==> src/rtl/latch_bank_arbiter.sv <==
// Two-writer arbiter and clock sequencer for a bank of edge-triggered latch rows.
// Define LATCH_ARB_FIXED_PRIORITY_EN to make the CPU always beat the DSP; default is round-robin.
module latch_bank_arbiter #(
  parameter int ADDR_W       = 4,
  parameter int DATA_W       = 8,
  parameter int HOLD_CYCLES  = 2,
  parameter int CLEAR_CYCLES = 2
) (
  input  logic                   MasterClock,
  input  logic                   reset,
  input  logic                   cpu_req,
  input  logic [ADDR_W-1:0]      cpu_addr,
  input  logic [DATA_W-1:0]      cpu_data,
  output logic                   cpu_ack,
  input  logic                   dsp_req,
  input  logic [ADDR_W-1:0]      dsp_addr,
  input  logic [DATA_W-1:0]      dsp_data,
  output logic                   dsp_ack,
  input  logic                   clr_req,
  output logic                   clr_ack,
  output logic [DATA_W-1:0]      latch_d,
  output logic [(1<<ADDR_W)-1:0] latch_clk,
  output logic                   latch_rL,
  output logic [1:0]             grant,
  output logic                   busy,
  output logic [2:0]             dbg_state_o
);

  localparam int ROWS    = 1 << ADDR_W;
  localparam int CNT_MAX = (HOLD_CYCLES > CLEAR_CYCLES) ? HOLD_CYCLES : CLEAR_CYCLES;
  localparam int CNT_W   = $clog2(CNT_MAX + 1);
  localparam logic [ROWS-1:0] ONE_ROW = ROWS'(1);

  typedef enum logic [2:0] {
    S_IDLE    = 3'd0,
    S_SETUP   = 3'd1,
    S_STROBE  = 3'd2,
    S_RELEASE = 3'd3,
    S_CLEAR   = 3'd4
  } state_t;

  // Handshake: a requester raises req with stable addr/data and holds it until it
  // samples its one-cycle ack; req dropped on that edge ends the transaction.
  state_t              state_q;
  logic [CNT_W-1:0]    cnt_q;
  logic [ADDR_W-1:0]   addr_q;
  logic                owner_dsp_q;
  logic [DATA_W-1:0]   latch_d_q;
  logic [ROWS-1:0]     latch_clk_q;
  logic                latch_rL_q;
  logic [1:0]          grant_q;
  logic                busy_q;
  logic                cpu_ack_q;
  logic                dsp_ack_q;
  logic                clr_ack_q;
`ifndef LATCH_ARB_FIXED_PRIORITY_EN
  logic                last_dsp_q;
`endif

  logic arb_cpu;
  logic arb_dsp;

  // Write arbitration; a pending clear suppresses both write grants.
  always_comb begin
    arb_cpu = 1'b0;
    arb_dsp = 1'b0;
    if (!clr_req) begin
      if (cpu_req && !dsp_req) begin
        arb_cpu = 1'b1;
      end else if (dsp_req && !cpu_req) begin
        arb_dsp = 1'b1;
      end else if (cpu_req && dsp_req) begin
`ifdef LATCH_ARB_FIXED_PRIORITY_EN
        arb_cpu = 1'b1;
`else
        arb_cpu = last_dsp_q;
        arb_dsp = !last_dsp_q;
`endif
      end
    end
  end

  always_ff @(posedge MasterClock) begin
    if (reset) begin
      state_q     <= S_IDLE;
      cnt_q       <= '0;
      addr_q      <= '0;
      owner_dsp_q <= 1'b0;
      latch_d_q   <= '0;
      latch_clk_q <= '0;
      latch_rL_q  <= 1'b1;
      grant_q     <= 2'b00;
      busy_q      <= 1'b0;
      cpu_ack_q   <= 1'b0;
      dsp_ack_q   <= 1'b0;
      clr_ack_q   <= 1'b0;
`ifndef LATCH_ARB_FIXED_PRIORITY_EN
      last_dsp_q  <= 1'b1;
`endif
    end else begin
      cpu_ack_q <= 1'b0;
      dsp_ack_q <= 1'b0;
      clr_ack_q <= 1'b0;
      case (state_q)
        S_IDLE: begin
          latch_clk_q <= '0;
          latch_rL_q  <= 1'b1;
          grant_q     <= 2'b00;
          busy_q      <= 1'b0;
          if (clr_req) begin
            state_q    <= S_CLEAR;
            cnt_q      <= CNT_W'(CLEAR_CYCLES - 1);
            latch_rL_q <= 1'b0;
            busy_q     <= 1'b1;
            clr_ack_q  <= (CLEAR_CYCLES == 1);
          end else if (arb_cpu || arb_dsp) begin
            state_q     <= S_SETUP;
            owner_dsp_q <= arb_dsp;
            addr_q      <= arb_dsp ? dsp_addr : cpu_addr;
            latch_d_q   <= arb_dsp ? dsp_data : cpu_data;
            grant_q     <= {arb_dsp, arb_cpu};
            busy_q      <= 1'b1;
          end
        end
        // One cycle with the row clock low guarantees a clean rising edge next.
        S_SETUP: begin
          state_q     <= S_STROBE;
          cnt_q       <= CNT_W'(HOLD_CYCLES - 1);
          latch_clk_q <= ONE_ROW << addr_q;
        end
        S_STROBE: begin
          if (cnt_q == '0) begin
            state_q     <= S_RELEASE;
            latch_clk_q <= '0;
            cpu_ack_q   <= !owner_dsp_q;
            dsp_ack_q   <= owner_dsp_q;
`ifndef LATCH_ARB_FIXED_PRIORITY_EN
            last_dsp_q  <= owner_dsp_q;
`endif
          end else begin
            cnt_q <= cnt_q - 1'b1;
          end
        end
        S_RELEASE: begin
          state_q <= S_IDLE;
          grant_q <= 2'b00;
          busy_q  <= 1'b0;
        end
        S_CLEAR: begin
          latch_clk_q <= '0;
          if (cnt_q == '0) begin
            state_q    <= S_IDLE;
            latch_rL_q <= 1'b1;
            busy_q     <= 1'b0;
          end else begin
            cnt_q     <= cnt_q - 1'b1;
            clr_ack_q <= (cnt_q == CNT_W'(1));
          end
        end
        default: begin
          state_q     <= S_IDLE;
          latch_clk_q <= '0;
          latch_rL_q  <= 1'b1;
          grant_q     <= 2'b00;
          busy_q      <= 1'b0;
        end
      endcase
    end
  end

  assign cpu_ack     = cpu_ack_q;
  assign dsp_ack     = dsp_ack_q;
  assign clr_ack     = clr_ack_q;
  assign latch_d     = latch_d_q;
  assign latch_clk   = latch_clk_q;
  assign latch_rL    = latch_rL_q;
  assign grant       = grant_q;
  assign busy        = busy_q;
  assign dbg_state_o = state_q;

endmodule

==> config.mk <==
export PLATFORM = sky130hd
export DESIGN_NAME = latch_bank_arbiter
export DESIGN_NICKNAME = d
export VERILOG_FILES = /design/src/rtl/latch_bank_arbiter.sv
export SDC_FILE = /design/constraint.sdc
export NUM_CORES = 1
export LEC_CHECK = 0
export BUFFER_PORTS_ARGS = -buffer_cell sky130_fd_sc_hd__buf_2
export CORE_AREA = 5 5 97 63
export CTS_BUF_LIST = sky130_fd_sc_hd__clkbuf_4
export DETAILED_ROUTE_END_ITERATION = 10
export DIE_AREA = 0 0 102 68
export GPL_TIMING_DRIVEN = 0
export PLACE_DENSITY = 0.66
export SYNTH_ARGS = -nofsm -noshare
export SYNTH_HDL_FRONTEND = slang
export SYNTH_SLANG_ARGS = --single-unit
==> constraint.sdc <==
create_clock -name MasterClock -period 4.6 [get_ports MasterClock]
set_input_delay 0.92 -clock MasterClock [delete_from_list [all_inputs] [get_ports MasterClock]]
set_output_delay 0.92 -clock MasterClock [all_outputs]
set_load 0.02 [all_outputs]
# == Word-level counts from Yosys, hierarchy flattened ==
# Index checks and enable logic that the tools add are counted.
# op_classes
n_addsub,1
eq_ne,10
n_shift,1
mux,30
n_bitwise,7
n_reduce_logical,24
# ops
op,count
16-bit one-hot mux with 3 select lines,1
16-bit 2-to-1 mux,1
"1-bit by 4-bit left shift with 16-bit output, first input constant",1
1-bit 2-to-1 mux,13
3-bit 2-to-1 mux,4
3-bit one-hot mux with 4 select lines,1
3-bit OR reduction,4
3-bit AND reduction,3
2-bit 2-to-1 mux,4
8-bit 2-to-1 mux,1
"2-bit != test, second input constant",4
2-bit AND reduction,4
1-bit NOT,7
"3-bit by 2-bit == test with 1-bit output, second input constant",2
1-bit one-hot mux with 3 select lines,2
2-bit one-hot mux with 3 select lines,1
1-bit logical NOT,4
4-bit 2-to-1 mux,1
2-bit one-hot mux with 2 select lines,1
2-bit OR reduction,2
"3-bit by 1-bit == test with 1-bit output, second input constant",1
"3-bit == test, second input constant",1
1-bit logical AND,3
3-bit logical NOT,1
6 further kinds,6
# word_totals
reg_bits,42
input_bits,29
out_inout_bits,34
wordCells,86

# == Logic depth before layout (Yosys ltp) ==
# logic_depth
ltp_word,9
mapped_depth,6
ltp_nobuf,5

# == Worst setup path after synthesis ==
# OpenSTA, ideal clock, no wires.
# synth_timing
path_type,input-to-reg
startpoint,input port cpu_req
endpoint,register addr_q[0]
setup_time_ns,0.088
t_arrival_ns,1.801
required_ns,4.512
setup_slack_ns,2.711
path_stages,4
n_path_buf,1
cell_sequence,and2_4 > clkbuf_2 > or3b_1 > a311oi_2
# synth_via
elab_chain_len,7
word_cells_on_any_way,15
classes_between,mux (9); reduce/logical (6)
# synth_lines
item,line,text
start: declaration,11,"input logic cpu_req,"
1-bit logical AND or 1-bit logical NOT (tied branches),"72, 70",
1-bit 2-to-1 mux or 1-bit logical AND (tied branches),"72, 70",
1-bit 2-to-1 mux,70,end else if (dsp_req && !cpu_req) begin
1-bit 2-to-1 mux,68,if (cpu_req && !dsp_req) begin
1-bit 2-to-1 mux,67,if (!clr_req) begin
1-bit logical OR,116,end else if (arb_cpu || arb_dsp) begin
3-bit AND reduction (no source line),n/a,
end signal: assignment,119,addr_q <= arb_dsp ? dsp_addr : cpu_addr;
end: declaration,46,logic [ADDR_W-1:0] addr_q;
# Parallel ways exist; a longest one is shown, timed or not.
# A chain may end at the register's enable or synchronous reset.

# == Worst setup path after layout ==
# layout_timing
startpoint,"register state_q[0], in the netlist dbg_state_o[0]"
endpoint,output port dbg_state_o[0]
# layout_lines
item,line,text
start: declaration,44,state_t state_q;
start signal: assignment,85,state_q <= S_IDLE;
start signal: assignment,111,state_q <= S_CLEAR;
start signal: assignment,117,state_q <= S_SETUP;
end: declaration,26,output logic [2:0] dbg_state_o
# No word-level cell between the ends.

==> metrics.txt <==
Req. time, crit path=3680 ps; Seq/Total Area, Yosys=0.426; worst-skew pair later-pin latency=350 ps; WP buf/inv=1; DIE WIDTH=102 um; min cycle time layout=around 2100 ps; R2R Path End=latch_clk[14]; commonest non-fill, non-tap cell in the layout=buf_2; post-DR wirelength/cell=15.2 um; Synth Area per Inst=10.2 um^2; synthesized area=~2000 um^2; initial antenna violation count=0; Synth Net Count=approximately 220; Hold Path Class=reg -> reg; nets@finish=292; vias in the first global route=1704; first-pass GRT wire length=about 8400 um; Critical path destination=dbg_state_o[0]; WS Path Type=reg -> out; Post-Layout Cell Count=330; PostCTS Resize Cnt=0; Levels on crit path=1; Max Slew Vio Count=0; worst-path cell chain=buf_2; Antenna diodes=0; Worst setup EP type=primary output; number of library cell types mapped by synthesis=48; Worst Max-Slew Pin Slew=between 500 and 600 ps; Via density=5.23; final setup TNS=0 ps; Root Buffer=clkbuf_4; RD Place Congestion=between 0.7 and 0.8; Slew headroom=0.615; Longest Clk Path Bufs=2; H-tree Lvls=2; Critical-path top delay cell=dfxtp_1; Post-CTS Setup Bufs=0; Hold WS=~460 ps; Core ar.=5230 um^2; yosys warns=0; most frequent cells in the layout=buf_2 (66), dfxtp_1 (42), a21oi_1 (18), o2bb2ai_1 (15), o21ai_0 (14); Fin. Hold Viols=0; R2R Path Start=cnt_q[0]; CTS tree=yes; total track usage=0.154; DR vias=1727; flops & latches, synth=42; I/O pin cnt=63; pwr/cell area=335 nW/um^2; Top delay family on crit path=flip-flops; r2r setup slk=2820 ps; final cycle utilization of the critical path=0.449; Cells after Synth=193; CP Max Fanout=8; DRT iter0 DRCs=63; share of post-route cells with drive strength above 1=0.387; CP Launch Type=register; Initial Utilization=0.378; maxcap violations=0; Final setup viols=0; Area Overhead vs Synth=22.5%; DR pass1 iterations=4; status=finished clean; VDD IR max=roughly 0.00013 V; leakage=0.975 nW; CP peak stage delay=550 ps; Max Fclk=484 MHz; Die Y=slightly below 70 um; Critical Path Start=dbg_state_o[0]; row cnt=21; CTS Sinks=42; post-route ant nets=0; RSZ-0062 raised after global routing=false; Layout Skew=~6.3 ps; placed insts=323; Routed WL=5030 um; Die ar.=between 6000 and 7000 um^2; total CTS buffers=5; Reg clk slew, reported paths=~120 ps; # DRC=0; PortBufs=61; CTS Hold Buffers Added=0; pin count of the biggest net entering global routing=12; CP arrival=1150 ps; GRT overflow=0; cells on worst reg2reg path=6; Post-DP HPWL=3740 um
==> synthesized netlist by cell type (all sizes together) <==
master / instances / area (um^2)
dfxtp: 42 / 841
a21oi: 18 / 90.1
o2bb2ai: 15 / 131
o21ai: 14 / 70.1
or3b: 13 / 114
a311oi: 12 / 149
buf: 10 / 66.3
clkbuf: 6 / 23.8
nand2b: 6 / 45.0
o211ai: 6 / 45.0
nor2: 5 / 18.8
nor2b: 4 / 27.5
nor3: 4 / 31.3
inv: 3 / 11.3
nand2: 3 / 11.3
nor4b: 3 / 56.3
and2: 2 / 15.0
ha: 2 / 25.0
mux2i: 2 / 20.0
nand3: 2 / 10.0
nor3b: 2 / 15.0
o21bai: 2 / 15.0
or2: 2 / 12.5
xor2: 2 / 17.5
a211o: 1 / 8.76
a21o: 1 / 7.51
a22oi: 1 / 7.51
a2bb2o: 1 / 10.0
a31o: 1 / 8.76
a31oi: 1 / 6.26
and4bb: 1 / 12.5
nand3b: 1 / 7.51
nand4b: 1 / 8.76
nor4: 1 / 6.26
nor4bb: 1 / 10.0
o21ba: 1 / 10.0
or4b: 1 / 10.0
==> worst reg2reg max path, delay by kind of cell, from the launching register on <==
kind,cells,cell delay [ps]
fa+ha+maj,1,300
flops,1,380
buf+inv,2,270
compound gates,1,110
simple gates,2,650
==> through the flow <==
step / total power, mW / instance area [um^2] / worst slack [ps] / util
after global routing: 0.859 / 2420 / 2450 / 0.463
final: 0.812 / 2420 / 2530 / 0.463
after CTS: 0.814 / 2420 / 2530 / 0.463
after global placement: 0.629 / 2370 / 2440 / 0.453
after detailed placement: 0.631 / 2370 / 2430 / 0.453
after floorplan: 0.568 / 1980 / 2710 / -
==> layout make-up <==
type | instances | area, um^2
multi-input cells | 132 | 1030
fillers | 533 | 2810
flip-flops and latches | 42 | 841
well taps | 69 | 86.3
repair buffers | 61 | 305
inverters | 3 | 11.3
clock buffers | 7 | 52.6
plain buffers | 16 | 90.1
==> cell families after synthesis <==
logic type | synth area share
AO/OA/AOI/OAI | 0.283
XOR/XNOR | 0.00887
adder cells (fa/ha/maj) | 0.0127
buffers and inverters | 0.0513
flip-flops | 0.426
multiplexers | 0.0101
AND/OR/NAND/NOR | 0.208
==> where the power goes <==
| part | total (mW) | internal, mW | switching (mW) |
|---|---|---|---|
| clock | 0.187 | 0.0697 | 0.118 |
| combinational | 0.217 | 0.0862 | 0.131 |
| sequential | 0.407 | 0.388 | 0.0189 |
==> how the worst min path moves through the flow <==
stage | depth (start not counted) | to | from
after global placement | 1 | cpu_ack | owner_dsp_q
after detailed placement | 1 | cpu_ack | owner_dsp_q
after floorplan | 1 | cpu_ack | owner_dsp_q
final | 1 | cpu_ack | owner_dsp_q
after CTS | 1 | cpu_ack | owner_dsp_q
after global routing | 1 | cpu_ack | owner_dsp_q
==> sequential cells by signal, summed over array words and instances, names as in the netlist <==
name	count
latch_clk	16
latch_d	8
addr_q	4
dbg_state_o	3
cnt_q	2
grant	2
busy	1
clr_ack	1
cpu_ack	1
dsp_ack	1
last_dsp_q	1
latch_rL	1
owner_dsp_q	1
==> layer usage <==
metal	vias up	global-route usage	part of all wire
li1	873	-	-
met1	789	0.230	0.51
met2	60	0.206	0.40
met3	5	0.0591	0.090
met4	0	0.0344	0.0062
met5	-	0	0
Power figures use the tool's default switching activity.
